<file path="src/rtl/rtc_bus_master.sv">
// rtc_bus_master: sequences single-byte RTC bus writes/reads (CS, A/D, WR, RD, AD) with parameterised phases; reads need RTC_BUS_READ_EN
module rtc_bus_master #(
  parameter int T_SETUP = 2,
  parameter int T_PULSE = 8,
  parameter int T_HOLD  = 2,
  parameter int T_GAP   = 3
) (
  input  logic       CLK,
  input  logic       reset,
  input  logic       req,
  input  logic       req_rw,
  input  logic [7:0] req_addr,
  input  logic [7:0] req_data,
  output logic       busy,
  output logic       fin,
  output logic [7:0] rd_data,
  output logic [7:0] ad_out,
  output logic       ad_oe,
  input  logic [7:0] ad_in,
  output logic       cs_n,
  output logic       wr_n,
  output logic       rd_n,
  output logic       a_d
);
  typedef enum logic [3:0] {IDLE, A_SETUP, A_PULSE, A_HOLD, D_SETUP, D_PULSE, D_HOLD, DONE, GAP} state_t;
  state_t state, state_n;
  logic [7:0] cnt, cnt_n, addr_l, data_l, addr_n, data_n;
  logic rw_n, accept, last, a_ph, d_ph, wr_data;
  assign last = cnt == 8'd0;
  // The final GAP edge doubles as an acceptance edge, so a level-held req restarts with no IDLE cycle
  assign accept = req && (state == IDLE || (state == GAP && last));
  assign addr_n = accept ? req_addr : addr_l;
  assign data_n = accept ? req_data : data_l;
  always_comb begin
    state_n = state;
    cnt_n = (state == IDLE) ? cnt : cnt - 8'd1;
    if (accept) begin
      state_n = A_SETUP;
      cnt_n = 8'(T_SETUP - 1);
    end else if (state != IDLE && last) begin
      case (state)
        A_SETUP: begin state_n = A_PULSE; cnt_n = 8'(T_PULSE - 1); end
        A_PULSE: begin state_n = A_HOLD;  cnt_n = 8'(T_HOLD - 1);  end
        A_HOLD:  begin state_n = D_SETUP; cnt_n = 8'(T_SETUP - 1); end
        D_SETUP: begin state_n = D_PULSE; cnt_n = 8'(T_PULSE - 1); end
        D_PULSE: begin state_n = D_HOLD;  cnt_n = 8'(T_HOLD - 1);  end
        D_HOLD:  begin state_n = DONE;    cnt_n = 8'd0;            end
        DONE:    begin state_n = GAP;     cnt_n = 8'(T_GAP - 1);   end
        default: begin state_n = IDLE;    cnt_n = 8'd0;            end
      endcase
    end
  end
  assign a_ph = state_n inside {A_SETUP, A_PULSE, A_HOLD};
  assign d_ph = state_n inside {D_SETUP, D_PULSE, D_HOLD};
  assign wr_data = d_ph && !rw_n;
  // Strobes are decoded from the next state and registered so the pins never glitch
  always_ff @(posedge CLK) begin
    if (reset) begin
      state <= IDLE;
      cnt <= 8'd0;
      addr_l <= 8'd0;
      data_l <= 8'd0;
      busy <= 1'b0;
      fin <= 1'b0;
      ad_out <= 8'd0;
      ad_oe <= 1'b0;
      cs_n <= 1'b1;
      wr_n <= 1'b1;
      rd_n <= 1'b1;
      a_d <= 1'b1;
    end else begin
      state <= state_n;
      cnt <= cnt_n;
      addr_l <= addr_n;
      data_l <= data_n;
      busy <= state_n != IDLE;
      fin <= state_n == DONE;
      cs_n <= !(a_ph || d_ph);
      wr_n <= !(state_n == A_PULSE || (wr_data && state_n == D_PULSE));
      rd_n <= !(rw_n && state_n == D_PULSE);
      a_d <= !d_ph;
      ad_oe <= a_ph || wr_data;
      ad_out <= a_ph ? addr_n : wr_data ? data_n : 8'd0;
    end
  end
`ifdef RTC_BUS_READ_EN
  logic rw_l;
  assign rw_n = accept ? req_rw : rw_l;
  always_ff @(posedge CLK) begin
    if (reset) begin
      rw_l <= 1'b0;
      rd_data <= 8'd0;
    end else begin
      rw_l <= rw_n;
      if (state == D_PULSE && last && rw_l) rd_data <= ad_in;
    end
  end
`else
  logic unused_rd;
  assign rw_n = 1'b0;
  assign rd_data = 8'd0;
  assign unused_rd = ^{req_rw, ad_in};
`endif
endmodule

</file>
<file path="config.mk">
export PLATFORM = sky130hd
export DESIGN_NAME = rtc_bus_master
export DESIGN_NICKNAME = d
export VERILOG_FILES = /design/src/rtl/rtc_bus_master.sv
export SDC_FILE = /design/constraint.sdc
export NUM_CORES = 1
export LEC_CHECK = 0
export ABC_AREA = 1
export BUFFER_PORTS_ARGS = -buffer_cell sky130_fd_sc_hd__buf_2
export CORE_ASPECT_RATIO = 0.75
export CORE_MARGIN = 8
export CORE_UTILIZATION = 45
export CTS_CLUSTER_SIZE = 8
export DETAILED_ROUTE_END_ITERATION = 8
export HOLD_SLACK_MARGIN = 0.1
export PLACE_DENSITY_LB_ADDON = 0.3
export SLEW_MARGIN = 20
export SYNTH_ARGS = -nofsm -noshare
export SYNTH_HDL_FRONTEND = slang
export SYNTH_SLANG_ARGS = --single-unit
</file>
<file path="constraint.sdc">
create_clock -name CLK -period 2 [get_ports CLK]
set_input_delay 0.2 -clock CLK [delete_from_list [all_inputs] [get_ports CLK]]
set_output_delay 0.2 -clock CLK [all_outputs]
set_load 0.01 [all_outputs]
</file>
==> impl_metrics.yaml <==
setup_path:
  crit_buf_inv: 2
  crit_type: "register to register"
  crit_fanout: 9
  cpPeakStageDelay_ps: 310
  crit_path_end_kind: "register"
  cp_cell_sequence: "inv_1 -> ha_1 -> nand2_1 -> o21ai_2 -> nand2_1 -> a21oi_4 -> nand3_2 -> o21ai_2 -> inv_2"
  critPathLaunchType: "register"
  cp.required_ps: 2200
  slowest_stage: "dfxtp_1"
  cp_data_arrival_time_ps: 1980
  crit_family: "compound AO/OA/AOI/OAI gates"
floorplanning:
  rows: 21
  io_pins: 51
  core_um2: 4410
  start_util: 0.462
  die_w_um: 93.8
  dieArea_um2: 6970
  fp.dieH_um: 74.3
job:
  cap_violations: 0
sta:
  hold_viol_final: 0
  min_period_over_period: 0.889
  rsz0062_at_grt: "false"
  drv_slew: 0
  max_freq_mhz: 562
  post-route-min-period_ps: 1780
  setup_viol: 0
  setup-tns-final_ps: 0
  fin_skew_ps: 8.20
placement:
  io_buffers: 32
  post-dp-hpwl_um: 3330
  placed_cell_area_um2: 2230
  gp_congestion: 0.842
  place_inst: 362
clock_tree:
  cts_buffer_depth: 2
  cts_setup_buffers: 0
  clock_latency_ps: 300
  clkSinkCount: 42
  path_clk_slew_ps: 80
  cts_tree: "built"
  ctsHoldBuffers: 0
  h-tree-depth: 2
  root_buffer: "clkbuf_8"
  cts_inserted_buffers: 5
finish:
  drive_above_1_share: 0.249
  final_cell_mix: "nand2_1 (61), dfxtp_1 (42), buf_2 (32)"
  stdcell_count: 370
  syn_to_final_growth_pct: 15.5
  layout_commonest_cell: "nand2_1"
  num_antenna_cells: 0
  fin_area_um2: 2360
  nets: 341
  multi_input_area_um2: 998
  seq_area_um2: 841
  fillers: 434
route:
  wl_um: 4310
  initialDrtViolationCount: 103
  ant_nets: 0
  routedWlPerCell_um: 11.6
  via_count: 1778
  first_pass_iters: 4
  via_per_inst: 4.81
  drc: 0
global_routing:
  grt_max_degree: 21
  first_global_vias: 1619
  grt-ovfl-total: 0
  grt_antenna_before_repair: 0
  grt_pass1_wl_um: 7160
  grt.total_usage: 0.127
hold_path:
  hp-class: "input pin to register"
yosys:
  syn_area_per_cell_um2: 7.39
  synthCells: 276
  netlist_area_um2: 2040
  ys_ff_latch: 42
  synth.distinct_cells: 30
  ys_seq_area_frac: 0.412
  synth-warning-count: 0
power:
  peakVddDrop_mv: 0.509
  p_per_area_nw_per_um2: 957
  power.leakage_nw: 1.11
run_status:
  outcome: "complete, no violations"
[synthesized netlist by cell type]
| cell type | count | area, um2 |
|---|---|---|
| a21oi_1 | 22 | 110 |
| a21oi_4 | 1 | 16.3 |
| a22oi_1 | 1 | 7.51 |
| a31oi_1 | 3 | 18.8 |
| buf_2 | 2 | 10.0 |
| buf_4 | 10 | 75.1 |
| buf_6 | 2 | 22.5 |
| clkbuf_1 | 3 | 11.3 |
| conb_1 | 2 | 7.51 |
| dfxtp_1 | 42 | 841 |
| ha_1 | 1 | 12.5 |
| inv_1 | 30 | 113 |
| inv_2 | 3 | 11.3 |
| nand2_1 | 62 | 233 |
| nand2_2 | 6 | 37.5 |
| nand2_4 | 2 | 22.5 |
| nand3_1 | 24 | 120 |
| nand3_2 | 2 | 20.0 |
| nand3_4 | 2 | 35.0 |
| nand4_1 | 1 | 6.26 |
| nor2_1 | 22 | 82.6 |
| nor2_2 | 6 | 37.5 |
| nor2_4 | 4 | 45.0 |
| nor3_1 | 2 | 10.0 |
| nor3b_1 | 1 | 7.51 |
| o21ai_0 | 5 | 25.0 |
| o21ai_1 | 7 | 35.0 |
| o21ai_2 | 3 | 26.3 |
| or2_2 | 1 | 6.26 |
| xor2_1 | 4 | 35.0 |
[worst register-to-register path, delay by kind of cell (launching register included)]
family | cells | cell delay [ps]
adder cells (fa/ha/maj) | 1 | 210
flip-flops | 1 | 310
AND/OR/NAND/NOR | 3 | 440
buffers and inverters | 2 | 100
AO/OA/AOI/OAI | 3 | 620
[routing by layer]
layer  GRT usage  share of wire  vias up
met2       0.195           0.43       42
met4      0.0368         0.0067        0
met5           0              0        -
met3      0.0444          0.074        5
met1       0.165           0.48      803
li1            -              -      928
[per-stage QoR]
stage / util / hold WS, ps / worst slack (ps) / total power, mW
after global routing: 0.534 / 177 / 30.0 / 2.39
after floorplan: - / 305 / 378 / 1.47
after CTS: 0.531 / 160 / 168 / 2.27
after detailed placement: 0.506 / 464 / 175 / 1.61
after global placement: 0.506 / 458 / 190 / 1.59
final: 0.534 / 163 / 222 / 2.26
[what timing repair did]
action | in CTS | in global routing
gates resized for setup | 0 | 4
setup endpoints to repair | 0 | 3
endpoints found under the hold margin | 0 | 0
[worst paths after layout]
check	from	to	slack, ps	cells past startpoint
max	cnt[0]	cs_n	220	9
max reg2reg	cnt[0]	cs_n	220	9
min	req_data[4]	data_l[4]	160	3
min reg2reg	data_l[5]	data_l[5]	470	2
[sequential cells by signal, summed over array words and instances (netlist names), 4 cells and up]
signal and count:
cnt 8, addr_l 8, ad_out 8, data_l 8
state 4
[kinds of logic after synthesis]
family,Yosys count,synth area share
AOI/OAI and AO/OA,42,0.117
xor gates and xnor gates,4,0.0172
adders and majority gates,1,0.00613
buffers and inverters,50,0.119
DFF,42,0.412
other,2,0.00368
and+or+nand+nor,135,0.325
[power by group]
part / switching (mW) / leakage (nW) / internal, mW / total [mW]
clock network: 0.294 / 0.0514 / 0.372 / 0.667
registers: 0.0408 / 0.344 / 0.921 / 0.962
logic: 0.405 / 0.718 / 0.221 / 0.627
[cell type report]
type,count,share of cell area
clock buffers,6,0.0308
well taps,57,0.0303
multi-input cells,191,0.424
flip-flops and latches,42,0.357
repair buffers,39,0.0902
inverters,33,0.0525
clock inverters,2,0.0159
(Power assumes the default switching activity.)
